==> src/rtl/pc_sequencer_if.sv <==
// Fetch-side bundle between the next-PC sequencer and the PC register / instruction memory.
interface pc_sequencer_if;
   logic [31:0] current_count;
   logic [31:0] new_count;
   logic        imem_req;
   logic        imem_ack;

   // Sequencer side: computes the next PC and requests fetches.
   modport master (
      input  current_count,
      input  imem_ack,
      output new_count,
      output imem_req
   );

   // PC register / memory side.
   modport slave (
      output current_count,
      output imem_ack,
      input  new_count,
      input  imem_req
   );
endinterface

==> src/rtl/pc_sequencer.sv <==
// Next-PC controller: sequences fetch over a req/ack handshake, applies hazard stalls,
// branch/jump redirects with one delay slot, and exception redirect with EPC capture.
module pc_sequencer #(
   parameter logic [31:0] RESET_VECTOR = 32'h0000_0000,
   parameter logic [31:0] EXC_VECTOR   = 32'h0000_0080
) (
   input  logic                  clk,
   input  logic                  reset,
   pc_sequencer_if.master        bus,
   input  logic                  stall,
   input  logic                  branch_taken,
   input  logic [31:0]           branch_target,
   input  logic                  jump,
   input  logic [31:0]           jump_target,
   input  logic                  exception,
   output logic                  instr_valid,
   output logic [31:0]           issue_pc,
   output logic                  in_delay_slot,
   output logic [31:0]           epc
);

   typedef enum logic [1:0] {StStart, StFetch, StExc} state_t;

   state_t      state_q;
   logic        pending_q;
   logic [31:0] pend_target_q;
   logic [31:0] epc_q;
   logic [31:0] last_pc_q;

   logic        fetch;
   logic        exc_fire;
   logic        would_issue;
   logic        redirect;
   logic [31:0] redir_target;

   // Handshake, issue and redirect decode; new_count is forced to the reset vector under reset.
   always_comb begin
      fetch        = (state_q == StFetch);
      // Exceptions are ignored while already in the exception state.
      exc_fire     = exception & (state_q != StExc);
      // Issue ignoring the exception; EPC uses it to decide which PC was aborted.
      would_issue  = fetch & ~stall & bus.imem_ack;
      bus.imem_req = fetch & ~stall & ~exc_fire;
      instr_valid  = would_issue & ~exc_fire;
      // A second redirect while one is pending (branch in delay slot) is dropped.
      redirect     = (jump | branch_taken) & (state_q != StExc) & ~pending_q & ~exc_fire;
      redir_target = jump ? jump_target : branch_target;
      redir_target[1:0] = 2'b00;

      if (!reset) begin
         bus.new_count = RESET_VECTOR;
      end else if (exc_fire) begin
         bus.new_count = EXC_VECTOR;
      end else if (instr_valid) begin
         bus.new_count = pending_q ? pend_target_q : bus.current_count + 32'd4;
      end else begin
         bus.new_count = bus.current_count;
      end
   end

   assign issue_pc      = bus.current_count;
   assign in_delay_slot = pending_q;
   assign epc           = epc_q;

   // Sequencer FSM plus redirect, EPC and last-issued-PC registers.
   always_ff @(posedge clk or negedge reset) begin
      if (!reset) begin
         state_q       <= StStart;
         pending_q     <= 1'b0;
         pend_target_q <= 32'h0;
         epc_q         <= 32'h0;
         last_pc_q     <= 32'h0;
      end else if (exc_fire) begin
         state_q   <= StExc;
         epc_q     <= would_issue ? bus.current_count : last_pc_q;
         pending_q <= 1'b0;
      end else begin
         case (state_q)
            StStart: state_q <= StFetch;
            StFetch: state_q <= StFetch;
            StExc:   state_q <= StFetch;
            default: state_q <= StStart;
         endcase
         if (instr_valid) begin
            last_pc_q <= bus.current_count;
         end
         // The issue that consumes the pending target ends the delay slot.
         if (pending_q) begin
            if (instr_valid) begin
               pending_q <= 1'b0;
            end
         end else if (redirect) begin
            pending_q     <= 1'b1;
            pend_target_q <= redir_target;
         end
      end
   end

endmodule
==> src/flat_wrapper.sv <==
// flat-port wrapper written by rule: the top's interface ports become plain ports
module pc_sequencer_flat 
#(
   parameter logic [31:0] RESET_VECTOR = 32'h0000_0000,
   parameter logic [31:0] EXC_VECTOR   = 32'h0000_0080
)
  (clk, reset, stall, branch_taken, branch_target, jump, jump_target, exception, instr_valid, issue_pc, in_delay_slot, epc, bus_current_count, bus_imem_ack, bus_new_count, bus_imem_req);
  pc_sequencer_if bus_i ();
  input  logic clk;
  input  logic reset;
  input  logic stall;
  input  logic branch_taken;
  input  logic [31:0] branch_target;
  input  logic jump;
  input  logic [31:0] jump_target;
  input  logic exception;
  output logic instr_valid;
  output logic [31:0] issue_pc;
  output logic in_delay_slot;
  output logic [31:0] epc;
  input wire logic [$bits(bus_i.current_count)-1:0] bus_current_count;
  input wire logic [$bits(bus_i.imem_ack)-1:0] bus_imem_ack;
  output wire logic [$bits(bus_i.new_count)-1:0] bus_new_count;
  output wire logic [$bits(bus_i.imem_req)-1:0] bus_imem_req;
  assign bus_i.current_count = bus_current_count;
  assign bus_i.imem_ack = bus_imem_ack;
  assign bus_new_count = bus_i.new_count;
  assign bus_imem_req = bus_i.imem_req;
  pc_sequencer #(.RESET_VECTOR(RESET_VECTOR), .EXC_VECTOR(EXC_VECTOR)) u_core (.clk(clk), .reset(reset), .bus(bus_i), .stall(stall), .branch_taken(branch_taken), .branch_target(branch_target), .jump(jump), .jump_target(jump_target), .exception(exception), .instr_valid(instr_valid), .issue_pc(issue_pc), .in_delay_slot(in_delay_slot), .epc(epc));
endmodule
==> config.mk <==
export PLATFORM = sky130hd
export DESIGN_NAME = pc_sequencer_flat
export DESIGN_NICKNAME = d
export VERILOG_FILES = /design/src/rtl/pc_sequencer_if.sv /design/src/rtl/pc_sequencer.sv /design/src/flat_wrapper.sv
export SDC_FILE = /design/constraint.sdc
export NUM_CORES = 1
export LEC_CHECK = 0
export BUFFER_PORTS_ARGS = -buffer_cell sky130_fd_sc_hd__buf_2
export CORE_UTILIZATION = 46
export CTS_CLUSTER_SIZE = 12
export DETAILED_ROUTE_END_ITERATION = 12
export HOLD_SLACK_MARGIN = 0.12
export PLACE_DENSITY = 0.72
export SYNTH_ARGS = -nofsm -noshare
export SYNTH_HDL_FRONTEND = slang
export SYNTH_SLANG_ARGS = --single-unit
==> constraint.sdc <==
create_clock -name clk -period 3.5 [get_ports clk]
set_clock_uncertainty 0.2 [all_clocks]
set_input_delay 0.7 -clock clk [delete_from_list [all_inputs] [get_ports clk]]
set_output_delay 0.7 -clock clk [all_outputs]
set_load 0.02 [all_outputs]
==> metrics.csv, run 1 <==
stage;metric;value;unit
outcome;status;completed;
power_and_ir_drop;Int Pwr;2.32;mW
setup_path;crit path cell chain;buf_2, nand4_1, or4_4, nor3_4, mux2_2, a21oi_1, buf_2;
synth;Post-Syn Instances;702;
sta;Tightest Pin Transition;0.690;ns
drt;via count;5639;
global_routing;first-pass GRT wire length;26100;um
power_and_ir_drop;P per Cell Area;501;mW/mm^2
floorplanning;core area;0.0123;mm^2
synth;Synth Area in Compound Gates;14.9;%
synth;synth warn;0;
clocking;Hold Buf Count CTS;0;
synth;sequential area share after synthesis;41.2;%
sta;post-layout min period;3.43;ns
placed_design;Port Buffer Count;197;
floorplanning;Die X;115;um
power_and_ir_drop;Max IR drop VDD;0.216;mV
synth;main combinational cell family by area after synthesis;simple AND/OR/NAND/NOR gates;
synth;simple-gate share of the synthesized area;22.9;%
drt;drt first pass iters;7;
setup_path;RR Startpoint;u_core.in_delay_slot$_DFF_PN0_;
setup_path;Setup crit end kind;output port;
setup_path;most used cell, CP;buf_2;
floorplanning;total die area;0.0133;mm^2
placed_design;Place WS;0.0806;ns
sta;slew margin rel.;54.0;%
drt;Vias/cell;5.41;
global_routing;total track usage;25.8;%
sta;Setup-failing EPs final;0;
clocking;CTS clock-pin slew for the worst setup and hold paths;0.07;ns
finish;share of cells above drive strength 1;31.8;%
drt;Initial DRC Count;589;
floorplanning;I/O Pins;202;
setup_path;CP arrival;2.53;ns
synth;top_reg_cell synth;dfrtp_1;
setup_path;Top delay family on crit path;simple AND/OR/NAND/NOR gates;
drt;WL per Instance;16.2;um
power_and_ir_drop;switching share of total power;36.1;%
sta;Max Freq;291;MHz
clocking;worst skew pair latency;0.35;ns
setup_path;CP max stage delay;0.58;ns
synth;post-synthesis mux area share;11.9;%
synth;Synthesized Nets;806;
setup_path;crit path buf inv count;2;
finish;number of diodes;0;
synth;Adder-Cell Fraction of Synth Area;0.213;%
drt;Remaining DRCs;0;
sta;final-report hold violation count;0;
clocking;CTS Sinks;97;
synth;async set or reset register ratio after synthesis;100;%
power_and_ir_drop;Lkg Pwr;3.57;nW
placed_design;hpwl dp;12400;um
synth;number of flops mapped to enable cells by yosys;0;
clocking;clock tree buffer depth;2;
synth;register bit total from synthesis;97;
global_routing;global route overflow;0;
power_and_ir_drop;combinational share of power;29.5;%
synth;XOR/XNOR Fraction of Synth Area;0.149;%
placed_design;gpl congestion;0.893;
setup_path;Worst R2R Path Depth;5;
clocking;CTS tree;yes;
sta;Slew Limit Fails;0;
clocking;Max H-tree Level;3;
finish;Area Growth Syn to Fin;23.3;%
global_routing;vias in the first global route;4996;
synth;library cells used by synthesis;53;
power_and_ir_drop;Sw Pwr;1.31;mW
clocking;CTS root buffer;clkbuf_16;
floorplanning;DIE HEIGHT;115;um
finish;Core Util, Final;59.2;%
floorplanning;row cnt;40;
synth;Post-Syn Area;0.00589;mm^2
setup_path;Worst Path Max Fanout;5;
sta;RSZ-0062 raised after global routing;yes;
drt;Detailed Route WL;16900;um
setup_path;worst reg-to-reg setup slack;1.29;ns
finish;final net count;974;
setup_path;crit path kind;input pin to output port;
global_routing;largest net degree at the start of global routing;65;
setup_path;reg2reg end;u_core.pend_target_q[26]$_DFFE_PN0P_;
clocking;total CTS buffers;9;
run;max-cap violation count;0;
synth;Synth Area per Inst;8.38;um^2
global_routing;initial antenna violation count;0;
setup_path;WP data required;2.60;ns
power_and_ir_drop;clock network power share;26.3;%
sta;fin crit share;98.1;%
setup_path;startpoint types;input pin;
drt;Routed Antenna Nets;0;
setup_path;slowest cell on the critical path;or4_4;
hold_path;Hold Crit Class;input pin to asynchronous set/reset pin;
sta;Final WS setup;0.0655;ns
floorplanning;Initial Util;48.0;%
power_and_ir_drop;Seq pwr share;44.3;%
## worst max-delay path by stage
stage                                      startpoint                 to  slack, ns  cells past startpoint
after floorplan                             exception   bus_new_count[2]       0.02                      8
after global placement           bus_current_count[2]  bus_new_count[29]       0.07                      7
after detailed placement         bus_current_count[2]  bus_new_count[29]       0.08                      7
after CTS                 u_core.state_q[1]$_DFF_PN0_  bus_new_count[11]       0.06                      7
after global routing             bus_current_count[2]  bus_new_count[18]     -0.003                      8
final                            bus_current_count[2]  bus_new_count[29]       0.07                      7
## layer usage
layer	GRT usage, %	wire length, um	share of wire [%]
met5	0	0	0
met4	8.14	326	1.9
met3	5.90	1170	6.9
met2	37.8	7420	44
met1	37.8	7960	47
## power by group through the flow
stage | combinational [mW] | sequential [mW] | clock [mW]
6_report | 1.07 | 1.61 | 0.955
5_1_grt | 1.20 | 1.64 | 1.01
4_1_cts | 1.08 | 1.61 | 0.965
3_5_place_dp | 1.07 | 1.63 | 0
3_3_place_gp | 1.04 | 1.62 | 0
2_1_floorplan | 0.600 | 1.70 | 0
## Yosys cell counts, types with 4 or more instances
library cell | instances | area, um^2
a31oi_1 | 6 | 37.5
and2_1 | 4 | 25.0
buf_4 | 39 | 293
nor4_1 | 6 | 37.5
nor2_1 | 58 | 218
clkbuf_1 | 33 | 124
a21oi_1 | 51 | 255
nand2_1 | 159 | 597
a22oi_1 | 5 | 37.5
nand3_1 | 19 | 95.1
and3_1 | 10 | 62.6
o21ai_0 | 50 | 250
o211ai_1 | 7 | 52.6
nor3_1 | 7 | 35.0
inv_1 | 4 | 15.0
dfrtp_1 | 97 | 2430
a32oi_1 | 6 | 52.6
nand4_1 | 10 | 62.6
buf_2 | 10 | 50.1
mux2i_1 | 68 | 681
## layout make-up
type	instances	area, um^2
inverter	4	15.0
clock inverter	7	53.8
fill	1155	5010
multi-input combinational	514	2980
clock buffer	9	225
sequential	97	2430
tap	168	210
timing repair buffer	244	1340
## timing repair
item	CTS	global route
endpoints found under the hold margin	0	0
resized for setup	0	4
setup buffers	0	0
endpoints found under the setup margin	0	12
## metrics by stage
step	instances	area, um^2	hold slack, ns	total power [mW]	TNS, ns
global placement	1027	6970	0.256	2.66	0
detailed placement	1027	6970	0.261	2.69	0
finish	1043	7260	0.154	3.63	0
CTS	1043	7250	0.157	3.65	0
floorplan	702	5890	0.204	2.30	0
global route	1043	7260	0.171	3.85	-0.00278
## state kept, by name, summed over array words and instances (netlist names)
register and count:
u_core.state_q 2, u_core.in_delay_slot 1, u_core.last_pc_q 32, u_core.epc 32, u_core.pend_target_q 30
## placed cells by master, fill, tap and decap left out, drive strengths merged, types with 7 or more instances in the layout
master / synthesis / routed
nand4: 11 / 11
nor4: 7 / 7
dfrtp: 97 / 97
nor2: 58 / 58
and3: 10 / 10
clkbuf: 35 / 9
o211ai: 7 / 7
a21oi: 51 / 51
nand2: 159 / 159
nand3: 19 / 19
o21ai: 50 / 50
mux2i: 68 / 68
nor3: 8 / 8
buf: 52 / 244
## logic make-up (layout without fill, tap and decap cells)
logic type	count (synthesis)	count (layout)
fa+ha+maj	1	1
mux	70	70
simple gates	294	294
buf+inv	91	264
xor+xnor	1	1
compound gates	148	148
flops	97	97
No activity file was read; power rests on OpenSTA's default activity.
==> inputs of run 2 (changes only) <==
Settings changed: CORE_MARGIN set to 10.
==> metrics.csv, run 2 (synthesized netlist as in run 1, its figures left out) <==
stage;metric;value;unit;change
outcome;status;completed;;
hold_path;Hold Crit Class;input pin to asynchronous set/reset pin;;
power_and_ir_drop;Seq pwr share;43.1;%;-1.2 points
sta;Setup-failing EPs final;0;;unchanged
setup_path;startpoint types;input pin;;
drt;Initial DRC Count;674;;+14%
floorplanning;DIE HEIGHT;133;um;+16%
finish;Area Growth Syn to Fin;24.8;%;
power_and_ir_drop;Lkg Pwr;3.60;nW;+0.97%
floorplanning;I/O Pins;202;;unchanged
sta;final-report hold violation count;0;;unchanged
drt;Detailed Route WL;18600;um;+10%
setup_path;crit path kind;input pin to output port;;
finish;most common cell after layout, fill and taps aside;buf_2;;
clocking;Max H-tree Level;3;;unchanged
placed_design;hpwl dp;14100;um;+14%
sta;post-route setup TNS;0;ns;unchanged
finish;most frequent cells in the layout;buf_2 (195), nand2_1 (157), dfrtp_1 (96), mux2i_1 (68), nor2_1 (58);;
setup_path;Worst R2R Path Depth;4;;-1
drt;WL per Instance;17.7;um;+9.3%
global_routing;first-pass GRT wire length;29400;um;+13%
placed_design;Placed Instances;1035;;+0.78%
sta;Tightest Pin Transition;0.658;ns;-0.0325 ns
global_routing;vias in the first global route;5509;;+10%
clocking;CTS Sinks;97;;unchanged
power_and_ir_drop;switching share of total power;35.2;%;-0.98 points
clocking;CTS root buffer;clkbuf_16;;
power_and_ir_drop;P per Cell Area;506;mW/mm^2;+1.1%
floorplanning;row cnt;41;;+2.5%
sta;slew margin rel.;56.1;%;+2.2 points
drt;Remaining DRCs;0;;unchanged
sta;RSZ-0062 raised after global routing;no;;
clocking;CTS tree;yes;;
floorplanning;Die X;133;um;+16%
setup_path;WP data required;2.60;ns;about the same
global_routing;GR Util met1;26.5;%;-11 points
drt;via count;5713;;+1.3%
sta;worst hold slack;0.203;ns;+0.0493 ns
run;max-cap violation count;0;;unchanged
sta;Slew Limit Fails;0;;unchanged
placed_design;gpl congestion;0.901;;+0.91%
global_routing;GRT met3 Usage;5.86;%;-0.039 points
sta;fin crit share;98.0;%;-0.16 points
finish;Core Util, Final;58.4;%;-0.73 points
clocking;total CTS buffers;9;;unchanged
global_routing;GRT busiest layer;met2;;
floorplanning;total die area;0.0177;mm^2;+34%
setup_path;Worst Path Max Fanout;6;;+1
global_routing;largest net degree at the start of global routing;65;;unchanged
power_and_ir_drop;Max IR drop VDD;0.238;mV;+10%
drt;drt first pass iters;5;;-2
drt;Routed Antenna Nets;0;;unchanged
power_and_ir_drop;combinational share of power;29.3;%;-0.2 points
global_routing;initial antenna violation count;2;;+2
power_and_ir_drop;Power Total;3.72;mW;+2.4%
global_routing;global route overflow;0;;unchanged
placed_design;Port Buffer Count;197;;unchanged
sta;Max Freq;292;MHz;+0.17%
finish;final net count;980;;+0.62%
setup_path;CP arrival;2.53;ns;about the same
power_and_ir_drop;Int Pwr;2.41;mW;+3.9%
clocking;CTS clock-pin slew for the worst setup and hold paths;0.07;ns;about the same
finish;Finished Layout Cells;1054;;+1.1%
floorplanning;Initial Util;46.8;%;-1.2 points
global_routing;GR Util met2;30.8;%;-7.1 points
power_and_ir_drop;Sw Pwr;1.31;mW;-0.41%
clocking;worst skew pair latency;0.35;ns;about the same
power_and_ir_drop;clock network power share;27.6;%;+1.3 points
setup_path;Setup crit end kind;output port;;
clocking;clock tree buffer depth;2;;unchanged
drt;Vias/cell;5.42;;+0.25%
floorplanning;core area;0.0126;mm^2;+2.5%
global_routing;total track usage;20.2;%;-5.7 points
finish;share of cells above drive strength 1;32.2;%;+0.39 points
sta;post-layout min period;3.43;ns;-0.00573 ns
-- run 2: layer usage --
layer	share of wire, %	wire [um]
met3	9.9	1840
met2	45	8400
met5	0	0
met1	43	7980
met4	2.2	411
-- run 2: repair_timing --
| item | in CTS | in global routing |
|---|---|---|
| setup buffers | 0 | 1 |
| hold buffers | 1 | 0 |
| hold endpoints to repair | 1 | 0 |
| endpoints found under the setup margin | 0 | 6 |
| gates resized for setup | 0 | 5 |
-- run 2: final cells by class --
class                      count  area (um^2)
tap                          172          215
timing repair buffer         250         1390
clock inverter                 5         62.6
antenna                        2         5.00
inverter                       4         15.0
multi-input combinational    514         2990
fill                        1217         5220
sequential                    97         2430
clock buffer                  10          239
-- run 2: worst max-delay path, stage by stage --
cell and delay (ns):
buf_2 0.15, nand4_1 0.19, or4_4 0.61, nor3_4 0.20, mux2_2 0.36, a21oi_2 0.16, buf_4 0.16
-- run 2: power groups by stage --
stage,clock network [mW],logic [mW],registers [mW]
2_1_floorplan,0,0.600,1.70
3_3_place_gp,0,1.07,1.61
3_5_place_dp,0,1.09,1.62
4_1_cts,1.04,1.10,1.60
5_1_grt,1.08,1.22,1.64
6_report,1.03,1.09,1.60
-- run 2: path summary, 6_finish.rpt --
kind,startpoint,end,slack (ns)
worst min register to register,u_core.last_pc_q[3]$_DFFE_PN0P_,u_core.last_pc_q[3]$_DFFE_PN0P_,0.28
worst max-delay path,bus_current_count[3],bus_new_count[29],0.07
min in group clk,u_core.last_pc_q[3]$_DFFE_PN0P_,u_core.last_pc_q[3]$_DFFE_PN0P_,0.28
max in group asynchronous,reset,u_core.last_pc_q[1]$_DFFE_PN0P_,1.96
worst max register to register,u_core.state_q[1]$_DFF_PN0_,u_core.epc[12]$_DFFE_PN0P_,1.35
worst min-delay path,reset,u_core.last_pc_q[31]$_DFFE_PN0P_,0.20
-- run 2: metrics by stage --
step	worst slack [ns]	cell area (um^2)
after floorplan	0.0210	5890
final	0.0712	7350
after global routing	0.0121	7350
after CTS	0.0217	7320
after detailed placement	0.0198	7000
after global placement	0.0500	7000
==> inputs of run 3 (changes only) <==
Settings changed: CORE_UTILIZATION 46 to 51, PLACE_DENSITY 0.72 to 0.79.
==> metrics.csv, run 3 (synthesized netlist as in run 1, its figures left out) <==
stage;metric;value;unit;change
outcome;status;completed;;
floorplanning;row cnt;39;;-4.9%
sta;final-report hold violation count;0;;unchanged
sta;Tightest Pin Transition;0.610;ns;-0.0475 ns
sta;post-route setup TNS;0;ns;unchanged
setup_path;Worst Path Max Fanout;7;;+1
clocking;clock tree buffer depth;2;;unchanged
floorplanning;core area;0.0114;mm^2;-9.5%
global_routing;vias in the first global route;5629;;+2.2%
drt;Initial DRC Count;772;;+15%
sta;worst hold slack;0.172;ns;-0.0309 ns
placed_design;Port Buffer Count;197;;unchanged
setup_path;crit path cell chain;buf_2, nand4_1, or4_4, nor3_4, mux2_2, a21oi_1, buf_2;;
global_routing;total track usage;21.7;%;+1.5 points
global_routing;GRT busiest layer;met2;;
finish;Filler Cell Count;1032;;-15%
global_routing;initial antenna violation count;0;;-2
global_routing;GR Util met1;29.1;%;+2.6 points
clocking;total CTS buffers;9;;unchanged
setup_path;startpoint types;input pin;;
setup_path;CP arrival;2.56;ns;+0.03 ns
sta;Slew Limit Fails;0;;unchanged
finish;final net count;975;;-0.51%
floorplanning;total die area;0.0162;mm^2;-8.4%
finish;Finished Layout Cells;1018;;-3.4%
setup_path;slowest cell on the critical path;or4_4;;
clocking;CTS clock-pin slew for the worst setup and hold paths;0.07;ns;about the same
finish;number of diodes;0;;-2
floorplanning;DIE HEIGHT;127;um;-4.3%
global_routing;largest net degree at the start of global routing;61;;-6.2%
setup_path;most used cell, CP;buf_2;;
setup_path;crit path kind;input pin to output port;;
setup_path;CP max stage delay;0.58;ns;-0.03 ns
sta;slew margin rel.;59.3;%;+3.2 points
power_and_ir_drop;Max IR drop VDD;0.295;mV;+24%
global_routing;GR Util met2;32.9;%;+2.1 points
setup_path;RR Startpoint;u_core.state_q[1]$_DFF_PN0_;;
finish;most common cell after layout, fill and taps aside;buf_2;;
clocking;postcts setup bufs;0;;unchanged
power_and_ir_drop;P per Cell Area;518;mW/mm^2;+2.4%
placed_design;gpl congestion;0.939;;+4.3%
drt;Remaining DRCs;0;;unchanged
setup_path;Setup crit end kind;output port;;
power_and_ir_drop;Lkg Pwr;3.58;nW;-0.52%
hold_path;Hold Crit Class;input pin to asynchronous set/reset pin;;
drt;Vias/cell;5.57;;+2.8%
sta;Final WS setup;0.0436;ns;-0.0276 ns
finish;Area Growth Syn to Fin;23.5;%;
sta;Max Freq;289;MHz;-0.80%
finish;Multi-input gate area;0.00297;mm^2;-0.50%
floorplanning;I/O Pins;202;;unchanged
finish;most frequent cells in the layout;buf_2 (196), nand2_1 (157), dfrtp_1 (96), mux2i_1 (68), nor2_1 (58);;
finish;Register Area;0.00243;mm^2;unchanged
setup_path;worst reg-to-reg setup slack;1.36;ns;about the same
clocking;CTS root buffer;clkbuf_16;;
drt;via count;5672;;-0.72%
global_routing;GRT met3 Usage;6.04;%;+0.17 points
drt;Routed Antenna Nets;0;;unchanged
drt;Detailed Route WL;18300;um;-1.8%
setup_path;Worst R2R Path Depth;4;;unchanged
setup_path;reg2reg end;u_core.epc[12]$_DFFE_PN0P_;;
finish;share of cells above drive strength 1;31.5;%;-0.62 points
drt;WL per Instance;18.0;um;+1.7%
placed_design;hpwl dp;13900;um;-1.7%
clocking;worst skew pair latency;0.35;ns;about the same
placed_design;Placed Instances;1002;;-3.2%
global_routing;global route overflow;0;;unchanged
clocking;CTS Sinks;97;;unchanged
setup_path;WP data required;2.60;ns;about the same
floorplanning;Initial Util;51.8;%;+4.9 points
sta;Setup-failing EPs final;0;;unchanged
sta;post-layout min period;3.46;ns;+0.0276 ns
floorplanning;Die X;127;um;-4.3%
sta;fin crit share;98.8;%;+0.79 points
clocking;Max H-tree Level;3;;unchanged
drt;drt first pass iters;6;;+1
sta;RSZ-0062 raised after global routing;no;;
clocking;CTS tree;yes;;
run;max-cap violation count;0;;unchanged
placed_design;Place WS;0.0454;ns;+0.0257 ns
global_routing;first-pass GRT wire length;29000;um;-1.5%
[run 3: where the power goes]
group / internal (mW) / switching (mW) / total (mW)
sequential: 1.42 / 0.171 / 1.59
combinational: 0.411 / 0.687 / 1.10
clock: 0.627 / 0.449 / 1.08
total: 2.46 / 1.31 / 3.77
[run 3: layout make-up]
cell class	instances	area share, %
clock buffer	9	3.10
tap	143	2.46
timing repair buffer	245	18.6
sequential	97	33.4
clock inverter	6	1.26
multi-input combinational	514	40.9
inverter	4	0.207
[run 3: layer usage]
| metal | vias to the layer above | share of wire, % | wire, um |
|---|---|---|---|
| met1 | 2598 | 43 | 7800 |
| met2 | 284 | 45 | 8280 |
| li1 | 2757 | - | - |
| met4 | 0 | 2.3 | 412 |
| met3 | 33 | 9.9 | 1810 |
| met5 | - | 0 | 0 |
[run 3: worst max-delay path by stage]
stage	from	endpoint	slack [ns]	cells after the start
2_1_floorplan	exception	bus_new_count[2]	0.02	8
3_3_place_gp	bus_current_count[2]	bus_new_count[18]	0.06	8
3_5_place_dp	bus_current_count[2]	bus_new_count[18]	0.05	8
4_1_cts	bus_current_count[2]	bus_new_count[18]	0.02	8
5_1_grt	bus_current_count[2]	bus_new_count[31]	0.01	8
6_report	bus_current_count[2]	bus_new_count[29]	0.04	7
[run 3: timing repair]
action                     in CTS  in global routing
hold endpoints to repair        7                  0
hold buffers                    1                  0
setup endpoints to repair       0                  5
gates resized for setup         0                  2
[run 3: worst max-delay path: cells and delay by family]
family	cells	cell delay (ns)
simple gates	3	0.95
buf+inv	2	0.35
mux	1	0.35
compound gates	1	0.20
[run 3: stage by stage]
| stage | util (%) | total power [mW] | area (um^2) |
|---|---|---|---|
| after floorplan | - | 2.30 | 5890 |
| final | 63.9 | 3.77 | 7270 |
| after global placement | 61.0 | 2.67 | 6940 |
| after detailed placement | 61.0 | 2.71 | 6940 |
| after CTS | 63.9 | 3.79 | 7260 |
| after global routing | 63.9 | 3.99 | 7270 |
